### config.mk
export PLATFORM = sky130hd
export DESIGN_NAME = ibuf_fifo
export DESIGN_NICKNAME = d
export VERILOG_FILES = /design/src/rtl/ibuf_fifo.sv
export SDC_FILE = /design/constraint.sdc
export NUM_CORES = 1
export LEC_CHECK = 0
export BUFFER_PORTS_ARGS = -buffer_cell sky130_fd_sc_hd__clkbuf_2
export CAP_MARGIN = 20
export CORE_MARGIN = 2
export CORE_UTILIZATION = 40
export CTS_BUF_LIST = sky130_fd_sc_hd__clkbuf_4
export DETAILED_ROUTE_END_ITERATION = 6
export GPL_ROUTABILITY_DRIVEN = 0
export PLACE_DENSITY = 0.63
export SLEW_MARGIN = 20
export SYNTH_ARGS = -nofsm -noshare
export SYNTH_HDL_FRONTEND = slang
export SYNTH_SLANG_ARGS = --single-unit
### constraint.sdc
create_clock -name clk -period 3.75 [get_ports clk]
set_clock_uncertainty 0.1 [all_clocks]
set_input_delay 0.375 -clock clk [delete_from_list [all_inputs] [get_ports clk]]
set_output_delay 0.375 -clock clk [all_outputs]
set_load 0.03 [all_outputs]
### src/rtl/ibuf_fifo.sv
// Multi-entry router input buffer: FIFO of {route, payload} with per-direction multicast retirement.
// Latency: a push is visible on arb_req/payload_o the cycle after acceptance, with no same-cycle bypass.
// Backpressure: ibuf_rdy drops when all DEPTH entries are occupied and comes only from registered state.
//
// Ports:
//   clk, rst            clock, asynchronous active-high reset
//   ibuf_vld/ibuf_rdy   upstream handshake; route_req + payload_i are the incoming packet
//   arb_req             remaining (not yet retired) route bits of the head entry
//   arb_gnt, obuf_rdy   per-direction grant and downstream ready; both are needed to retire a bit
//   payload_o           head entry payload, zero when empty
//   occ                 current occupancy
//   err_o               sticky flag: a packet with an all-zero route was received

`ifndef PKT_W
`define PKT_W 32
`endif

module ibuf_fifo #(
    parameter int  PYLD_W  = `PKT_W,
    parameter int  NUM_DIR = 7,
    parameter int  DEPTH   = 4,
    localparam int CNT_W   = $clog2(DEPTH + 1)
) (
    input  logic               clk,
    input  logic               rst,
    input  logic               ibuf_vld,
    output logic               ibuf_rdy,
    input  logic [NUM_DIR-1:0] route_req,
    input  logic [PYLD_W-1:0]  payload_i,
    output logic [NUM_DIR-1:0] arb_req,
    input  logic [NUM_DIR-1:0] arb_gnt,
    input  logic [NUM_DIR-1:0] obuf_rdy,
    output logic [PYLD_W-1:0]  payload_o,
    output logic [CNT_W-1:0]   occ,
    output logic               err_o
);

    localparam int PTR_W = (DEPTH > 1) ? $clog2(DEPTH) : 1;

    logic [NUM_DIR-1:0] route_mem_q [DEPTH];
    logic [NUM_DIR-1:0] route_mem_d [DEPTH];
    logic [PYLD_W-1:0]  pyld_mem_q  [DEPTH];
    logic [PYLD_W-1:0]  pyld_mem_d  [DEPTH];

    logic [PTR_W-1:0]   wr_ptr_q, wr_ptr_d;
    logic [PTR_W-1:0]   rd_ptr_q, rd_ptr_d;
    logic [CNT_W-1:0]   cnt_q, cnt_d;
    logic               err_q, err_d;

    logic               not_empty;
    logic               full;
    logic               push;
    logic               push_store;
    logic               push_zero;
    logic               pop;
    logic [NUM_DIR-1:0] head_route;
    logic [NUM_DIR-1:0] clr;
    logic [NUM_DIR-1:0] remain;

    function automatic logic [PTR_W-1:0] ptr_inc(input logic [PTR_W-1:0] p);
        // Explicit wrap so DEPTH need not be a power of two.
        if (p == PTR_W'(DEPTH - 1)) begin
            return '0;
        end
        return p + 1'b1;
    endfunction

    assign not_empty  = (cnt_q != '0);
    assign full       = (cnt_q == CNT_W'(DEPTH));
    assign ibuf_rdy   = ~full;

    assign push       = ibuf_vld & ibuf_rdy;
    assign push_store = push & (|route_req);
    // A zero-route packet is consumed from the link but never stored.
    assign push_zero  = push & ~(|route_req);

    assign head_route = route_mem_q[rd_ptr_q];
    assign arb_req    = not_empty ? head_route : '0;
    assign payload_o  = not_empty ? pyld_mem_q[rd_ptr_q] : '0;

    // Masking with arb_req drops stray grants and makes clr zero when empty.
    assign clr        = arb_gnt & obuf_rdy & arb_req;
    assign remain     = head_route & ~clr;
    assign pop        = not_empty & ~(|remain);

    assign occ        = cnt_q;
    assign err_o      = err_q;

    always_comb begin
        route_mem_d = route_mem_q;
        pyld_mem_d  = pyld_mem_q;
        wr_ptr_d    = wr_ptr_q;
        rd_ptr_d    = rd_ptr_q;
        cnt_d       = cnt_q;
        err_d       = err_q | push_zero;

        // Retire granted bits of the head. When the last bit goes the entry
        // becomes all-zero, which is harmless since it is then free.
        if (not_empty) begin
            route_mem_d[rd_ptr_q] = remain;
        end

        // wr_ptr equals rd_ptr only when empty (no head update above) or full
        // (no push accepted), so the two writes never target the same entry.
        if (push_store) begin
            route_mem_d[wr_ptr_q] = route_req;
            pyld_mem_d[wr_ptr_q]  = payload_i;
            wr_ptr_d              = ptr_inc(wr_ptr_q);
        end

        if (pop) begin
            rd_ptr_d = ptr_inc(rd_ptr_q);
        end

        case ({push_store, pop})
            2'b10:   cnt_d = cnt_q + 1'b1;
            2'b01:   cnt_d = cnt_q - 1'b1;
            default: cnt_d = cnt_q;
        endcase
    end

    always_ff @(posedge clk or posedge rst) begin
        if (rst) begin
            for (int i = 0; i < DEPTH; i++) begin
                route_mem_q[i] <= '0;
            end
            wr_ptr_q <= '0;
            rd_ptr_q <= '0;
            cnt_q    <= '0;
            err_q    <= 1'b0;
        end else begin
            route_mem_q <= route_mem_d;
            wr_ptr_q    <= wr_ptr_d;
            rd_ptr_q    <= rd_ptr_d;
            cnt_q       <= cnt_d;
            err_q       <= err_d;
        end
    end

    // Payload storage carries no reset; payload_o is gated by occupancy instead.
    always_ff @(posedge clk) begin
        pyld_mem_q <= pyld_mem_d;
    end

endmodule

Word level (Yosys, flattened, before mapping):

Index checks and enable logic that the tools add are counted.

* register bits after elaboration: 164
* word-level logic and storage cells: 73

* add/sub/neg operators: 4
* order comparisons: 4
* equality and inequality tests: 5
* multiplexer cells: 28
* bitwise gates (word level): 14
* reductions and logical operators: 6

Operators with widths (count)
* $bwmux 128: 1
* $mux 32: 4
* $bmux 32 s2: 1
* $demux 32 s2: 1
* $bwmux 28: 2
* $mux 28: 2
* $mux 7: 5
* $demux 7 s2: 2
* $and 7x7->7: 3
* $bmux 7 s2: 1
* $reduce_or 7->1: 2
* $mux 2: 4
* $not 7->7: 1
* $eq 2x2->1 const B: 3
* $ge 3x3->1 const B: 2
* $lt 3x1->1 const B: 2
* $not 2->3: 2
* $pmux 3 s2: 1
* $add 2x1->2 const B: 2
* $and 1x1->1: 4
* $mux 1: 4
* $add 3x1->3 const B: 1
* $eq 3x3->1 const B: 1
* $not 1->1: 3
* other kinds (6): 7

Longest topological paths before layout:

* depth after elaboration: 13
* gate-level depth with buffers: 12

Least setup slack after synthesis:

No wires, ideal clock.

* path type: register -> register
* start point: register cnt_q[2] (netlist: occ[2])
* end point: register cnt_q[2] (netlist: occ[2])
* library setup time: 79 ps
* data arrival time: 2524 ps
* setup slack: 1047 ps
* stages on the path, launching flop included: 13
* clock period less this slack: 2703 ps
* cells stage by stage: dfrtp_1 buf_2 or3b_1 buf_2 nand2_1 nor2b_4 inv_1 ha_1 inv_1 fa_1 xor2_1 nor2_1 xor2_1

* elaborated cells on any way between the ends: 18

RTL lines
* from (decl): line 47 `logic [CNT_W-1:0] cnt_q, cnt_d;`
* from (signal assigned): line 135 `cnt_q <= cnt_d;`
* $eq 3x3->1 *: line 69 `assign full = (cnt_q == CNT_W'(DEPTH));`
* $not 1->1 *: line 70 `assign ibuf_rdy = ~full;`
* net ibuf_rdy: line 27 `output logic ibuf_rdy,`
* $and 1x1->1 *: line 72 `assign push = ibuf_vld & ibuf_rdy;`
* $and 1x1->1 *: line 73 `assign push_store = push & (|route_req);`
* $eq 2x1->1 / $eq 2x2->1 (equally long branches): line 115 `case ({push_store, pop})`
* $pmux 3 s2 / $reduce_bool 2->1 (equally long branches)

Mark *: on every way through the listed nets, which the timed path passes. The rest lies on a longest branch.
A chain may end at the register's enable or synchronous reset.

Worst setup path in the final report:

* start point: register rd_ptr_q[0]
* end point: output port payload_o[14]

* longest elaborated chain between the ends: 5

RTL lines
* from (decl): line 46 `logic [PTR_W-1:0] rd_ptr_q, rd_ptr_d;`
* from (signal assigned): line 134 `rd_ptr_q <= rd_ptr_d;`
* $not 2->3 (implied by the code): line 79 `assign payload_o = not_empty ? pyld_mem_q[rd_ptr_q] : '0;`
* $bmux 32 s2: line 79
* $mux 32 (implied by the code) (2 in series): line 79
* $mux 32: line 79
* to (decl): line 33 `output logic [PYLD_W-1:0] payload_o,`

Every way passes these cells. The select of a mux whose other input is x is not followed.

==> impl_results.md <==
* TritonCTS sink count at 164
* Element type at the critical path end: output port
* CP required at 3.27 ns
* Number of endpoints with negative hold slack in the final report at 0
* Number of nets in the layout at 624
* Post-route total power at 0.00746 W
* Cell at the root of the clock tree: clkbuf_4
* Total number of H-tree levels at 4
* Kind of launch point of the worst setup path: register
* Drt total wl at 14700 um
* Die boundary width at 138 um
* Largest net degree at the start of global routing at 44
* WP data arrival at 2.55 ns
* Critical path cell sequence: buf_4 -> mux4_2 -> and2_1 -> clkbuf_2
* Vias in the first global route at 4391
* First-pass iteration count of the detailed router at 5
* Total of endpoints with negative setup slack in the final report at 0
* RSZ-0062 raised after global routing: no
* Global route overflow at 0
* Count of unresolved DRC violations after routing at 0
* Worst hold margin at 0.0695 ns
* Clock slew at reported path FFs at 0.14 ns
* Wire length of the first global-routing pass at 23100 um
* Final sum of negative setup slack at 0 ns
* Flop and latch count out of synthesis at 164
* WL per Instance at 18.5 um
* Delay of the slowest cell on the worst path at 0.55 ns
* Top cells by area, synth: edfxtp_1 54%, dfrtp_1 13%, mux4_2 12%
* Die outline area at 19000 um2
* Insertion delay of the later-clocked pin in the worst-skew pair at 0.55 ns
* IO Pins at 100
* Worst rel slew slack at 0.429
* Least-Margin Pin Slew at 0.855 ns
* Area added between synthesis and finish at 19.8%
* Vias post-DR at 4093
* Clock tree from TritonCTS: done
* Initial antenna violation count at 0
* Via-per-instance ratio at 5.14
* Clk buf depth at 2
* Diode insertion count for antenna repair at 0
* HPWL reported at the end of detailed placement at 9180 um
* Number of I/O port buffers at 99
* Netlist cell types at 36
* Count of routing violations after the opening detailed-route iteration at 225
* Residual antenna-violating net count after detailed routing at 0
* Post-synthesis net count at 484
* PwrDens at 871 nW/um2
* Buf+Inv Stages, Crit Path at 2
* Crit share post-route at 0.806
* Post-CTS setup repair buffer count at 0
* Proportion of netlist area held by the largest area contributor at 0.537
* Gate family responsible for the most delay along the worst path: buffers and inverters
* Post-synth design cell area at 7150 um2
* Initial standard-cell utilization of the core at 0.411
* Crit-path slowest cell: dfrtp_2
* Fmax at 0.331 GHz
* Largest area contributor in the synthesized netlist: edfxtp_1
* Leak Pwr at 3.34 nW
* Commonest non-fill, non-tap cells in the layout: 128 x edfxtp_1, 99 x clkbuf_2, 45 x and2_1
* Run status: complete, no violations
* Critical path peak fanout at 27
* Die height at 138 um
* Number of maximum-capacitance violations at 0
* Placeable core region at 17400 um2
* Total number of yosys warnings at 0
* IR drop worst, VDD at 0.549 mV
* Syn Inst Count at 418
* Standard-cell rows at 48
* Most common cell after layout, fill and taps aside: edfxtp_1
* Class of the most critical setup path: reg2out
* Fraction of final layout cells sized beyond drive strength 1 at 0.347
* Count of final max-slew check failures at 0
* Number of clock buffers inserted by TritonCTS at 17
* Final critical path time including I/O delays and setup at 3.02 ns
* Synthesized area divided by synthesized cell count at 17.1 um2
* Gr usage total at 0.165
* Type of the tightest min-delay check: in2reg
* Number of fill cells in the layout at 1510
* Part of the Yosys area used for sequential elements at 0.663
* CTS Hold Buffers Added at 39
* Post-cts gate resize count at 0
==> Yosys cell counts <==
cell / number
or2_1: 1
or4_4: 1
clkbuf_1: 6
buf_4: 4
nand2_1: 2
o21a_1: 1
inv_1: 9
o2111ai_4: 4
mux2_4: 4
nor2_1: 31
buf_2: 7
mux4_2: 39
ha_1: 9
buf_6: 1
or3b_1: 1
o21bai_1: 1
and2_1: 45
xnor2_1: 1
a21oi_2: 1
a22oi_2: 1
nor2b_4: 1
or3_1: 2
mux2i_1: 29
dfrtp_1: 36
and4_4: 1
o311ai_0: 6
xor2_1: 2
inv_2: 4
nor3_1: 1
fa_1: 1
edfxtp_1: 128
buf_1: 3
a22oi_1: 2
nand2_2: 4
buf_8: 1
a21oi_1: 28
==> final cells by class <==
type,instances,area (um2),area share
sequential,164,4750,0.554
clock buffer,17,128,0.0149
tap,225,282,0.0328
clock inverter,15,206,0.0241
timing repair buffer,143,923,0.108
multi-input combinational,219,2240,0.261
inverter,13,48.8,0.00569
==> logic make-up after synthesis <==
logic type	Yosys count	share of synthesized area
flip-flops	164	0.663
buffers and inverters	35	0.0243
adder cells (fa/ha/maj)	10	0.0185
AND/OR/NAND/NOR	90	0.0698
XOR/XNOR	3	0.00367
multiplexers	72	0.172
AO/OA/AOI/OAI	44	0.0488
==> final timing paths <==
kind	start	end	slack, ns	depth (start not counted)
max	rd_ptr_q[0]	payload_o[14]	0.73	4
min in group asynchronous	rst	err_o	0.34	4
max in group asynchronous	rst	rd_ptr_q[0]	2.84	4
max reg2reg	rd_ptr_q[0]	occ[2]	0.75	10
min	route_req[4]	route_mem_q[25]	0.07	3
min reg2reg	err_o	err_o	0.42	1
==> metrics by stage <==
stage | setup WS [ns] | util | instances | area, um2
after floorplan | 1.05 | - | 418 | 7150
after global placement | 0.761 | 0.451 | 725 | 7850
after detailed placement | 0.727 | 0.451 | 725 | 7850
after CTS | 0.642 | 0.492 | 796 | 8570
after global routing | 0.528 | 0.492 | 796 | 8570
final | 0.728 | 0.492 | 796 | 8570
==> state kept, by name (all words and copies together), names as in the netlist <==
name	count
route_mem_q	28
occ	3
pyld_mem_q	128
wr_ptr_q	2
rd_ptr_q	2
err_o	1
==> routing by layer <==
layer  share of wire  up-vias  track usage
met1            0.43     2077        0.212
met3           0.057       10       0.0471
met4          0.0092        0       0.0454
met2            0.50      128        0.276
met5               0        -            0
li1                -     1878            -
==> power breakdown <==
part	switching (W)	total [W]	internal [W]
registers	0.000268	0.00275	0.00248
clock network	0.000688	0.00119	0.000498
logic	0.00212	0.00353	0.00141
total	0.00308	0.00746	0.00439
==> worst register-to-register path, delay by kind of cell (launching register included) <==
family,cells,cell delay [ns]
xor gates and xnor gates,2,0.30
and+or+nand+nor,2,0.38
AOI/OAI and AO/OA,1,0.13
buffers and inverters,2,0.38
DFF,1,0.55
adders and majority gates,2,0.55
muxes,1,0.58
Note: power is estimated with default switching activity, not from simulation.
